`config.mk`:
```
export PLATFORM = sky130hd
export DESIGN_NAME = csrng_state_dump_rdr_flat
export DESIGN_NICKNAME = d
export VERILOG_FILES = /design/src/rtl/csrng_state_dump_rdr_if.sv /design/src/rtl/csrng_state_dump_rdr.sv /design/src/flat_wrapper.sv
export SDC_FILE = /design/constraint.sdc
export NUM_CORES = 1
export LEC_CHECK = 0
export BUFFER_PORTS_ARGS = -buffer_cell sky130_fd_sc_hd__buf_2
export CAP_MARGIN = 5
export CORE_MARGIN = 2
export CORE_UTILIZATION = 42
export DETAILED_ROUTE_END_ITERATION = 10
export HOLD_SLACK_MARGIN = 0.15
export PLACE_DENSITY = 0.61
export SYNTH_ARGS = -nofsm -noshare
export SYNTH_HDL_FRONTEND = slang
export SYNTH_SLANG_ARGS = --single-unit
export TNS_END_PERCENT = 30
```
`constraint.sdc`:
```
create_clock -name clk_i -period 3.85 [get_ports clk_i]
set_clock_uncertainty 0.2 [all_clocks]
set_input_delay 0.77 -clock clk_i [delete_from_list [all_inputs] [get_ports clk_i]]
set_output_delay 0.77 -clock clk_i [all_outputs]
set_load 0.05 [all_outputs]
```
`src/rtl/csrng_state_dump_rdr_if.sv`:
```
// Status/dump bundle between the CSRNG register file, the internal-state
// dump reader and the CSRNG state database.
// The slave modport is the reader itself. The master modport is the
// surrounding logic: the register file and database plus the enables.
interface csrng_state_dump_rdr_if #(
    parameter int StateId = 4,
    parameter int DATA_W  = 32
);
    // Module enable and software dump permission
    logic                enable_i;
    logic                dump_en_i;

    // Software side (INT_STATE_NUM / INT_STATE_VAL)
    logic                sw_id_wr_i;
    logic [StateId-1:0]  sw_id_i;
    logic                sw_rd_i;
    logic                sw_rd_vld_o;
    logic [DATA_W-1:0]   sw_rd_data_o;
    logic                busy_o;
    logic                err_o;

    // State database side
    logic                db_rd_id_pulse_o;
    logic [StateId-1:0]  db_rd_id_o;
    logic                db_rd_sel_o;
    logic [DATA_W-1:0]   db_rd_val_i;

    modport slave (
        input  enable_i, dump_en_i, sw_id_wr_i, sw_id_i, sw_rd_i, db_rd_val_i,
        output sw_rd_vld_o, sw_rd_data_o, busy_o, err_o,
               db_rd_id_pulse_o, db_rd_id_o, db_rd_sel_o
    );

    modport master (
        output enable_i, dump_en_i, sw_id_wr_i, sw_id_i, sw_rd_i, db_rd_val_i,
        input  sw_rd_vld_o, sw_rd_data_o, busy_o, err_o,
               db_rd_id_pulse_o, db_rd_id_o, db_rd_sel_o
    );
endinterface

```
`src/rtl/csrng_state_dump_rdr.sv`:
```
// CSRNG internal-state dump reader.
// On a software ID write, the block loads the ID into the state database.
// It then captures NumWords consecutive words into a local buffer. After
// that it serves the buffer one word per software read, wrapping after the
// last word. Data passes through unmodified.
module csrng_state_dump_rdr #(
    parameter int NApps    = 4,
    parameter int StateId  = 4,
    parameter int NumWords = 14,
    parameter int DATA_W   = 32
) (
    input  logic                   clk_i,
    input  logic                   rst_i,
    csrng_state_dump_rdr_if.slave  bus
);

    localparam int                 WcntW    = (NumWords > 1) ? $clog2(NumWords) : 1;
    localparam logic [WcntW-1:0]   LastWord = WcntW'(NumWords - 1);
    localparam logic [WcntW-1:0]   SelLast  = WcntW'((NumWords > 1) ? NumWords - 2 : 0);
    localparam logic [StateId:0]   NAppsW   = (StateId + 1)'(NApps);

    typedef enum logic [1:0] {
        IDLE,
        LOAD,
        CAPT,
        SERVE
    } state_e;

    state_e              state_q;
    logic [StateId-1:0]  id_q;
    logic [WcntW-1:0]    wcnt_q;
    logic [WcntW-1:0]    ridx_q;
    logic                vld_q;
    logic                err_q;
    logic                busy_q;
    logic                pulse_q;
    logic                sel_q;
    logic [DATA_W-1:0]   state_buf [NumWords];

    logic                id_ok;

    // Serve index advance. It wraps to word 0 the same way the database
    // read pointer does.
    function automatic logic [WcntW-1:0] wrap_inc(input logic [WcntW-1:0] idx);
        return (idx == LastWord) ? '0 : idx + 1'b1;
    endfunction

    assign id_ok = ({1'b0, bus.sw_id_i} < NAppsW);

    // Control FSM with registered handshake outputs. Enable and dump
    // permission override everything else, and an ID write overrides a read.
    always_ff @(posedge clk_i) begin
        if (rst_i) begin
            state_q <= IDLE;
            id_q    <= '0;
            wcnt_q  <= '0;
            ridx_q  <= '0;
            vld_q   <= 1'b0;
            err_q   <= 1'b0;
            busy_q  <= 1'b0;
            pulse_q <= 1'b0;
            sel_q   <= 1'b0;
        end else begin
            pulse_q <= 1'b0;
            sel_q   <= 1'b0;
            if (!bus.enable_i) begin
                state_q <= IDLE;
                vld_q   <= 1'b0;
                wcnt_q  <= '0;
                ridx_q  <= '0;
                err_q   <= 1'b0;
                busy_q  <= 1'b0;
            end else if (!bus.dump_en_i) begin
                // Losing permission mid-capture leaves a torn dump: flag it
                if (state_q == LOAD || state_q == CAPT) begin
                    err_q <= 1'b1;
                end
                state_q <= IDLE;
                vld_q   <= 1'b0;
                busy_q  <= 1'b0;
            end else if (bus.sw_id_wr_i) begin
                vld_q <= 1'b0;
                if (id_ok) begin
                    id_q    <= bus.sw_id_i;
                    err_q   <= 1'b0;
                    state_q <= LOAD;
                    busy_q  <= 1'b1;
                    pulse_q <= 1'b1;
                end else begin
                    err_q   <= 1'b1;
                    state_q <= IDLE;
                    busy_q  <= 1'b0;
                end
            end else begin
                unique case (state_q)
                    IDLE: begin
                    end
                    LOAD: begin
                        wcnt_q  <= '0;
                        state_q <= CAPT;
                        sel_q   <= (LastWord != '0);
                    end
                    CAPT: begin
                        if (wcnt_q == LastWord) begin
                            state_q <= SERVE;
                            ridx_q  <= '0;
                            vld_q   <= 1'b1;
                            busy_q  <= 1'b0;
                        end else begin
                            wcnt_q  <= wcnt_q + 1'b1;
                            sel_q   <= (wcnt_q < SelLast);
                        end
                    end
                    SERVE: begin
                        if (bus.sw_rd_i) begin
                            ridx_q <= wrap_inc(ridx_q);
                        end
                    end
                    default: begin
                        state_q <= IDLE;
                    end
                endcase
            end
        end
    end

    // Capture stage: one database word per CAPT cycle into the buffer.
    // The buffer is never reset because it is only exposed while vld_q is set.
    always_ff @(posedge clk_i) begin
        if (state_q == CAPT) begin
            state_buf[wcnt_q] <= bus.db_rd_val_i;
        end
    end

    // Serve stage: the output word is forced to zero while no complete dump is held
    assign bus.sw_rd_vld_o      = vld_q;
    assign bus.sw_rd_data_o     = vld_q ? state_buf[ridx_q] : '0;
    assign bus.busy_o           = busy_q;
    assign bus.err_o            = err_q;
    assign bus.db_rd_id_pulse_o = pulse_q;
    assign bus.db_rd_id_o       = id_q;
    assign bus.db_rd_sel_o      = sel_q;

endmodule

```
`src/flat_wrapper.sv`:
```
// flat-port wrapper written by rule: the top's interface ports become plain ports
module csrng_state_dump_rdr_flat 
#(
    parameter int NApps    = 4,
    parameter int StateId  = 4,
    parameter int NumWords = 14,
    parameter int DATA_W   = 32
)
  (clk_i, rst_i, bus_enable_i, bus_dump_en_i, bus_sw_id_wr_i, bus_sw_id_i, bus_sw_rd_i, bus_db_rd_val_i, bus_sw_rd_vld_o, bus_sw_rd_data_o, bus_busy_o, bus_err_o, bus_db_rd_id_pulse_o, bus_db_rd_id_o, bus_db_rd_sel_o);
  csrng_state_dump_rdr_if #(.StateId(StateId), .DATA_W(DATA_W)) bus_i ();
  input  logic clk_i;
  input  logic rst_i;
  input wire logic [$bits(bus_i.enable_i)-1:0] bus_enable_i;
  input wire logic [$bits(bus_i.dump_en_i)-1:0] bus_dump_en_i;
  input wire logic [$bits(bus_i.sw_id_wr_i)-1:0] bus_sw_id_wr_i;
  input wire logic [$bits(bus_i.sw_id_i)-1:0] bus_sw_id_i;
  input wire logic [$bits(bus_i.sw_rd_i)-1:0] bus_sw_rd_i;
  input wire logic [$bits(bus_i.db_rd_val_i)-1:0] bus_db_rd_val_i;
  output wire logic [$bits(bus_i.sw_rd_vld_o)-1:0] bus_sw_rd_vld_o;
  output wire logic [$bits(bus_i.sw_rd_data_o)-1:0] bus_sw_rd_data_o;
  output wire logic [$bits(bus_i.busy_o)-1:0] bus_busy_o;
  output wire logic [$bits(bus_i.err_o)-1:0] bus_err_o;
  output wire logic [$bits(bus_i.db_rd_id_pulse_o)-1:0] bus_db_rd_id_pulse_o;
  output wire logic [$bits(bus_i.db_rd_id_o)-1:0] bus_db_rd_id_o;
  output wire logic [$bits(bus_i.db_rd_sel_o)-1:0] bus_db_rd_sel_o;
  assign bus_i.enable_i = bus_enable_i;
  assign bus_i.dump_en_i = bus_dump_en_i;
  assign bus_i.sw_id_wr_i = bus_sw_id_wr_i;
  assign bus_i.sw_id_i = bus_sw_id_i;
  assign bus_i.sw_rd_i = bus_sw_rd_i;
  assign bus_i.db_rd_val_i = bus_db_rd_val_i;
  assign bus_sw_rd_vld_o = bus_i.sw_rd_vld_o;
  assign bus_sw_rd_data_o = bus_i.sw_rd_data_o;
  assign bus_busy_o = bus_i.busy_o;
  assign bus_err_o = bus_i.err_o;
  assign bus_db_rd_id_pulse_o = bus_i.db_rd_id_pulse_o;
  assign bus_db_rd_id_o = bus_i.db_rd_id_o;
  assign bus_db_rd_sel_o = bus_i.db_rd_sel_o;
  csrng_state_dump_rdr #(.NApps(NApps), .StateId(StateId), .NumWords(NumWords), .DATA_W(DATA_W)) u_core (.clk_i(clk_i), .rst_i(rst_i), .bus(bus_i));
endmodule
```
==> impl_metrics.csv, run 1 <==
group,metric,value,unit
clock_network,cts_tree,"done",
setup_path,path_max_fanout,16,
power,p_leak,0.00664,µW
setup_path,reg2reg_from,"u_core.state_q[1]",
place,dp_slack,0.650,ns
detailed_routing,ant_nets,0,
layout,drive_above_1_share,24.6,%
floorplan,initial_utilization,42.6,%
clock_network,h-tree-depth,2,
layout,nNetsFinal,1160,
logic_synthesis,synth_edf_count,448,
logic_synthesis,ys_seq_area_share,75.6,%
run,max_cap_violations,0,
sta,rsz0062_at_grt,"false",
place,io_buffers,82,
detailed_routing,drc,0,
place,dp.cells,1643,
grt,grt_pass1_wl,61900,µm
clock_network,ctsHoldBuffers,0,
logic_synthesis,ys_ff_latch,471,
min_path,hold_class,"input pin to register",
setup_path,cp-start-kind,"register",
floorplan,die_h,213,µm
setup_path,path_class,"register to output port",
power,power.total,10200,µW
clock_network,cts.path.max_buffers,3,
floorplan,die-area,45500,µm²
sta,relSlewSlack,29.9,%
sta,finalMaxSlewViolations,0,
logic_synthesis,yosys_warnings,0,
floorplan,top_level_ports,83,
layout,area_delta_synth_final,15.9,%
place,place.gp.congestion,0.734,
sta,tightest_slew,1.05,ns
detailed_routing,drt-vias-per-instance,5.41,
detailed_routing,num_vias,9375,
place,dp_hpwl,22800,µm
logic_synthesis,ys_types,40,
setup_path,cp.required,2.88,ns
detailed_routing,drt_wl_total,42000,µm
grt,track_usage,18.8,%
logic_synthesis,syn_inst,987,
min_path,min_from,"rst_i",
sta,min_period_over_period,96.5,%
sta,hold-worst-slack,0.198,ns
layout,seqCellArea,13900,µm²
layout,fin_cells,1733,
sta,setup_slack,0.136,ns
sta,fin_setup_tns,0,ns
logic_synthesis,synth_area_leader_cell,"edfxtp_1",
sta,hold_viol,0,
power,vdd_drop_max,0.000326,V
logic_synthesis,synth_top_cell_area_share,73.1,%
logic_synthesis,synth_area_leaders,"edfxtp_1 (73%), mux2i_1 (7.1%), mux4_2 (3.9%), dfxtp_1 (2.5%), mux2_2 (2.0%)",
clock_network,cts-root-buf,"clkbuf_16",
floorplan,dieWidth,213,µm
logic_synthesis,syn_area,18400,µm²
clock_network,clk_pin_slew,0.06,ns
logic_synthesis,async_reset_ff_share,0,%
power,powerDensity,477,nW/µm²
clock_network,clk_latency,0.58,ns
floorplan,row_count,76,
layout,diodes,0,
setup_path,cp_data_arrival_time,2.74,ns
sta,fin_crit,3.71,ns
grt,globalRoute.totalOverflow,0,
detailed_routing,dr.pass1.iters,5,
detailed_routing,drt_iter0_drc,688,
grt,grt_pass1_vias,9506,
outcome,status,"finished, final reports clean",
logic_synthesis,yosys_most_used_dff,"edfxtp_1",
floorplan,core_area,43200,µm²
detailed_routing,drt-wirelength-per-cell,24.3,µm
layout,multi_input_area,4200,µm²
sta,max_freq,0.269,GHz
layout,nFillCells,3636,
logic_synthesis,syn_nets,1038,
setup_path,cp-end-kind,"output port",
clock_network,numCtsBuffers,49,
grt,grt_max_degree,42,
clock_network,clkSinkCount,471,
sta,setup_viol,0,
grt,antenna_found_initial,3,
logic_synthesis,syn_area_per_cell,18.6,µm²
==> registers in the layout, indices dropped and copies added, names as in the netlist, named ones only <==
signal and flops:
u_core.bus.busy_o 1, u_core.bus.db_rd_id_o 4, u_core.bus.db_rd_id_pulse_o 1, u_core.bus.db_rd_sel_o 1, u_core.bus.err_o 1, u_core.bus.sw_rd_vld_o 1, u_core.ridx_q 4, u_core.state_buf 448
u_core.state_q 2, u_core.wcnt_q 4
==> layout make-up <==
cell class,instances,share of cell area (%)
sequential,471,65.3
multi-input combinational,452,19.7
clock buffer,70,6.26
timing repair buffer,126,4.34
tap,585,3.43
clock inverter,20,0.827
inverter,9,0.158
==> synthesized netlist by cell type, drive strengths merged, types with 9 or more instances <==
cell    number
edfxtp     448
mux2i      130
o21ai       36
nor2b       34
o31a        33
a221oi      32
mux2        32
mux4        32
o22ai       32
clkbuf      28
buf         27
dfxtp       23
nor2        20
nand2       12
a21oi       11
ha           9
inv          9
==> path summary, 6_finish.rpt <==
| path | end | slack (ns) | cells past startpoint |
|---|---|---|---|
| setup / recovery | bus_sw_rd_data_o[10] | 0.14 | 5 |
| hold / removal | u_core.bus.db_rd_id_o[1] | 0.20 | 2 |
| setup reg to reg | u_core.state_q[0] | 1.36 | 5 |
| hold reg to reg | u_core.bus.db_rd_id_o[2] | 0.26 | 1 |
==> layer usage <==
metal	up-vias	part of all wire [%]	track usage [%]	wire length, µm
met2	199	50	32.0	21200
met5	-	0.088	0	37
met3	55	4.7	3.49	1960
met4	6	1.6	4.38	692
li1	4237	-	-	-
met1	4878	43	25.1	18200
==> layout by cell type (no fill, tap or decap), types with 3 or more instances in the layout <==
cell type	Yosys	routed
edfxtp_1	448	448
mux2i_1	130	130
buf_2	5	76
clkbuf_16	0	49
o21ai_0	35	35
buf_4	10	35
nor2b_1	34	34
o31a_1	33	33
mux4_2	32	32
o22ai_1	32	32
mux2_2	32	32
a221oi_1	32	31
dfxtp_1	23	19
clkbuf_1	28	18
buf_12	0	13
nand2_1	12	12
nor2_1	20	11
a21oi_1	11	11
nor2_4	0	9
ha_1	9	9
inv_1	9	8
clkinv_2	0	8
nand2b_1	7	6
nand3_1	5	5
nor3_2	0	4
clkinv_1	0	4
xor2_1	3	3
dfxtp_2	0	3
clkbuf_8	0	3
==> logic make-up after synthesis <==
family	share of synthesized area, %
flops	75.6
mux	12.9
compound gates	5.70
simple gates	2.81
buf+inv	2.13
fa+ha+maj	0.612
xor+xnor	0.190
==> stage by stage <==
step | cell area [µm²] | util, %
CTS | 21300 | 49.4
detailed placement | 19800 | 45.9
finish | 21300 | 49.4
global placement | 19800 | 45.9
global route | 21300 | 49.4
floorplan | 18400 | -
==> critical path, cell delays in order (launching register included) <==
cell and delay, ns:
dfxtp_2 0.46, nor3b_2 0.68, buf_4 0.42, a221oi_1 0.19, o31a_1 0.17, buf_2 0.22
==> timing repair <==
action / 4_1_cts / 5_1_grt
setup endpoints to repair: 0 / 6
gates resized for setup: 0 / 3
setup buffers: 0 / 0
==> power breakdown <==
| group | switching (µW) | internal, µW | leakage (µW) |
|---|---|---|---|
| combinational | 77.6 | 20.4 | 0.00170 |
| sequential | 0.685 | 5600 | 0.00421 |
| clock | 1910 | 2560 | 0.000736 |
| total | 1990 | 8180 | 0.00664 |
Power figures use the tool's default switching activity.
==> run 2, diff against run 1 <==
Settings changed: CORE_UTILIZATION 42 to 57, CTS_BUF_LIST from default to sky130_fd_sc_hd__clkbuf_8, PLACE_DENSITY 0.61 to 0.79.
==> run 2 against run 1 <==
- count of clock-buffer cells in the layout is 7 higher
- clock power is 13% lower
- total power is 5.8% lower
- final cell count is 8.6% lower
- non-clock buffer count is 7 lower
- critical path depth is 1 higher
- sequential cell count stayed put
- fmax is 1.4% lower
- via count is 4.1% higher
- critical path type unchanged
- largest cell class unchanged
- highest routed layer is now met4
==> impl_metrics.csv, run 2 (synthesized netlist as in run 1, its figures left out) <==
group,metric,value,unit
outcome,status,"finished, final reports clean",
setup_path,cp_data_arrival_time,2.80,ns
sta,hold_viol,0,
sta,finalMaxSlewViolations,0,
clock_network,clk_latency,0.59,ns
min_path,min_to,"u_core.bus.db_rd_id_o[1]",
clock_network,cts.path.max_buffers,3,
place,place.gp.congestion,0.777,
min_path,hold_depth,2,
setup_path,path_class,"register to output port",
clock_network,cts-root-buf,"clkbuf_8",
detailed_routing,drc,0,
sta,fin_setup_tns,0,ns
min_path,hold_class,"input pin to register",
floorplan,row_count,65,
floorplan,dieWidth,184,µm
clock_network,h-tree-depth,3,
floorplan,die-area,33700,µm²
grt,grt_max_degree,57,
sta,max_freq,0.265,GHz
clock_network,post_cts_buffers,0,
sta,rsz0062_at_grt,"false",
detailed_routing,ant_nets,0,
clock_network,cts_tree,"done",
setup_path,path_max_fanout,22,
grt,grt_pass1_wl,59700,µm
clock_network,clkSinkCount,471,
clock_network,clk_pin_slew,0.06,ns
power,power.total,9580,µW
sta,fin_crit,3.77,ns
layout,max_flop_register,"u_core.state_buf",
floorplan,top_level_ports,83,
grt,antenna_found_initial,1,
grt,grt_pass1_vias,10242,
sta,setup_viol,0,
layout,final_core_utilization,65.7,%
floorplan,die_h,184,µm
clock_network,numCtsBuffers,73,
layout,area_delta_synth_final,12.9,%
layout,layout_common_cells,"edfxtp_1 (448), mux2i_1 (130), buf_2 (82)",
sta,setup_slack,0.0823,ns
grt,globalRoute.totalOverflow,0,
detailed_routing,num_vias,9756,
floorplan,initial_utilization,58.2,%
layout,drive_above_1_share,25.1,%
setup_path,reg2reg_from,"u_core.state_q[1]",
sta,hold-worst-slack,0.205,ns
floorplan,core_area,31600,µm²
sta,min_period_over_period,97.9,%
detailed_routing,drt_wl_total,39200,µm
place,io_buffers,82,
setup_path,r2r_end,"u_core.state_buf[12][15]",
detailed_routing,drt-vias-per-instance,6.16,
setup_path,reg2reg_slack,1.31,ns
grt,track_usage,23.9,%
place,dp_slack,0.568,ns
setup_path,ff2ff_path_depth,4,
detailed_routing,drt-wirelength-per-cell,24.7,µm
setup_path,cp.required,2.88,ns
layout,nNetsFinal,1177,
min_path,min_from,"rst_i",
place,dp_hpwl,21500,µm
power,p_leak,0.00664,µW
power,vdd_drop_max,0.000297,V
power,powerDensity,461,nW/µm²
run,max_cap_violations,0,
layout,largest_reg_flops,448,
clock_network,ctsHoldBuffers,0,
detailed_routing,dr.pass1.iters,5,
setup_path,cp-end-kind,"output port",
layout,nFillCells,2044,
sta,tightest_slew,0.683,ns
detailed_routing,drt_iter0_drc,1078,
sta,relSlewSlack,54.4,%
setup_path,cp-start-kind,"register",
layout,mostFrequentLayoutCell,"edfxtp_1",
[run 2: changes by cell type in the layout (fill, tap and decap cells not counted), sizes merged]
cell      before  now
clkinv        13   23
buf          126  119
clkinvlp       2    1
diode          0    1
inv           12   37
clkbuf        70   77
bufinv         2    1
[run 2: worst max-delay path, stage by stage (launching register included)]
cell      delay (ns)
dfxtp_2         0.34
buf_4           0.33
and3b_1         0.59
buf_4           0.38
a221oi_1        0.13
o31a_1          0.17
buf_2           0.23
[run 2: worst max-delay path by stage]
stage                 startpoint                      to  cells after the start
2_1_floorplan  u_core.state_q[0]  u_core.state_buf[0][0]                      5
3_3_place_gp            register    bus_sw_rd_data_o[10]                      5
3_5_place_dp            register     bus_sw_rd_data_o[8]                      5
4_1_cts                 register    bus_sw_rd_data_o[30]                      6
5_1_grt                 register    bus_sw_rd_data_o[29]                      6
6_report                register    bus_sw_rd_data_o[20]                      6
[run 2: area by class of cell]
class	count	area, µm²	share of cell area (%)
diodes	1	2.50	0.0120
repair buffers	119	754	3.63
inverters	9	33.8	0.163
clock inverters	53	302	1.45
well taps	402	503	2.42
multi-input cells	452	4200	20.2
clock buffers	77	1060	5.10
flip-flops and latches	471	13900	67.0
[run 2: through the flow]
step                      instance area [µm²]  cells
final                                   20800   1584
after CTS                               20800   1583
after global routing                    20800   1583
after detailed placement                19400   1453
after floorplan                         18400    987
after global placement                  19400   1453
[run 2: routing by layer]
metal  vias to the layer above  GRT usage (%)  wire [µm]
li1                       4276              -          -
met4                         0           7.78        949
met2                       442           40.4      19700
met5                         -              0          0
met1                      4964           31.6      15600
met3                        74           4.60       2870
[run 2: timing repair]
item / 4_1_cts / 5_1_grt
resized for setup: 3 / 2
hold endpoints to repair: 0 / 0
endpoints found under the setup margin: 14 / 4
[run 2: power by group]
part | internal [µW] | leakage, µW | switching, µW | total, µW
combinational | 20.4 | 0.00164 | 76.1 | 96.5
sequential | 5600 | 0.00421 | 0.676 | 5600
clock | 1950 | 0.000790 | 1930 | 3890
==> run 3, diff against run 2 <==
Settings changed: PLACE_DENSITY 0.79 to 0.82.
==> run 3 against run 2 <==
- combinational power grew 1%
- routed wire length grew 0.75%
- via count grew 0.19%
- critical path type unchanged
- largest cell class unchanged
- highest routed layer is now met5
==> impl_metrics.csv, run 3 (synthesized netlist as in run 1, its figures left out) <==
group,metric,value,unit
outcome,status,"finished, final reports clean",
layout,layout_common_cells,"edfxtp_1 (448), mux2i_1 (130), buf_2 (82)",
layout,drive_above_1_share,25.7,%
grt,grt_pass1_vias,10060,
setup_path,cp.required,2.88,ns
power,vdd_drop_max,0.000262,V
layout,largest_reg_flops,448,
setup_path,path_max_fanout,22,
min_path,hold_depth,2,
place,dp_hpwl,22600,µm
setup_path,cp-end-kind,"output port",
setup_path,ff2ff_path_depth,5,
place,io_buffers,82,
layout,fin_cells,1593,
setup_path,cp_data_arrival_time,2.74,ns
floorplan,row_count,65,
layout,max_flop_register,"u_core.state_buf",
detailed_routing,drt_iter0_drc,1029,
floorplan,top_level_ports,83,
clock_network,clk_pin_slew,0.06,ns
clock_network,post_cts_resized,0,
detailed_routing,drc,0,
clock_network,post_cts_buffers,0,
clock_network,cts_tree,"done",
clock_network,h-tree-depth,3,
clock_network,clk_latency,0.60,ns
sta,hold_viol,0,
min_path,min_to,"u_core.bus.db_rd_id_o[1]",
grt,track_usage,23.9,%
clock_network,cts-root-buf,"clkbuf_8",
sta,tightest_slew,0.750,ns
layout,nNetsFinal,1187,
clock_network,numCtsBuffers,73,
min_path,min_from,"rst_i",
floorplan,die_h,184,µm
setup_path,reg2reg_slack,1.21,ns
sta,setup_viol,0,
setup_path,path_class,"register to output port",
place,place.gp.congestion,0.766,
layout,final_area,20800,µm²
sta,max_freq,0.269,GHz
grt,grt_max_degree,50,
setup_path,cp-start-kind,"register",
layout,mostFrequentLayoutCell,"edfxtp_1",
place,placed_cell_area,19500,µm²
layout,area_delta_synth_final,13.2,%
sta,fin_setup_tns,0,ns
setup_path,reg2reg_from,"u_core.state_q[0]",
setup_path,r2r_end,"u_core.state_buf[4][13]",
min_path,hold_class,"input pin to register",
power,powerDensity,462,nW/µm²
power,p_leak,0.00667,µW
floorplan,core_area,31600,µm²
sta,min_period_over_period,96.5,%
detailed_routing,ant_nets,0,
sta,finalMaxSlewViolations,0,
sta,fin_crit,3.71,ns
clock_network,clkSinkCount,471,
floorplan,die-area,33700,µm²
grt,antenna_found_initial,2,
detailed_routing,drt-wirelength-per-cell,24.8,µm
sta,rsz0062_at_grt,"false",
detailed_routing,num_vias,9775,
run,max_cap_violations,0,
layout,multi_input_area,4190,µm²
layout,diodes,0,
sta,relSlewSlack,49.9,%
clock_network,ctsHoldBuffers,0,
floorplan,initial_utilization,58.2,%
detailed_routing,drt-vias-per-instance,6.14,
power,power.total,9620,µW
floorplan,dieWidth,184,µm
detailed_routing,drt_wl_total,39500,µm
layout,seqCellArea,13900,µm²
clock_network,cts.path.max_buffers,3,
grt,grt_pass1_wl,59400,µm
layout,nFillCells,2013,
detailed_routing,dr.pass1.iters,4,
place,dp.cells,1463,
grt,globalRoute.totalOverflow,0,
## run 3: cell count changes in the layout (fill, tap and decap cells not counted), moves of 2 or more
cell and delta:
nand2_2 -2, clkinv_2 +2, nand2_1 +2, clkinv_1 +3, inv_1 -5, buf_4 +11, clkinv_8 -3
## run 3: critical path: stages, from the launching register on
cell	delay [ns]
dfxtp_2	0.59
buf_4	0.46
mux4_2	0.37
nor2b_1	0.14
o31a_1	0.34
buf_2	0.23
## run 3: final cells by class
type / count / share of cell area, %
Clock buffer: 78 / 5.15
Clock inverter: 52 / 1.37
Inverter: 9 / 0.162
Multi-Input combinational cell: 452 / 20.1
Sequential cell: 471 / 66.8
Tap cell: 402 / 2.41
Timing Repair Buffer: 129 / 3.96
## run 3: where the power goes
| group | total (µW) | internal (µW) | switching, µW |
|---|---|---|---|
| clock | 3920 | 2020 | 1900 |
| sequential | 5600 | 5600 | 0.682 |
| combinational | 97.9 | 20.4 | 77.5 |
| total | 9620 | 7640 | 1980 |
## run 3: per-stage QoR
| stage | worst slack (ns) | utilization, % | hold slack, ns |
|---|---|---|---|
| 3_5_place_dp | 0.728 | 61.6 | 0.241 |
| 6_report | 0.136 | 65.8 | 0.195 |
| 5_1_grt | 0.0405 | 65.8 | 0.194 |
| 4_1_cts | 0.0639 | 65.8 | 0.177 |
| 2_1_floorplan | 0.252 | - | 0.277 |
| 3_3_place_gp | 0.765 | 61.6 | 0.237 |
## run 3: metal layers
layer | part of all wire, % | up-vias | track usage, %
met5 | 0.058 | - | 0
met4 | 3.0 | 4 | 9.06
met3 | 7.4 | 112 | 5.27
met2 | 50 | 412 | 40.1
met1 | 39 | 4956 | 30.9
li1 | - | 4291 | -
## run 3: how the worst max path moves through the flow
stage                                         to  slack (ns)  depth (start not counted)
after floorplan           u_core.state_buf[0][0]        0.25                          5
after global placement      bus_sw_rd_data_o[19]        0.76                          5
after detailed placement    bus_sw_rd_data_o[19]        0.73                          5
after CTS                   bus_sw_rd_data_o[19]        0.06                          5
after global routing        bus_sw_rd_data_o[11]        0.04                          5
final                       bus_sw_rd_data_o[19]        0.14                          5
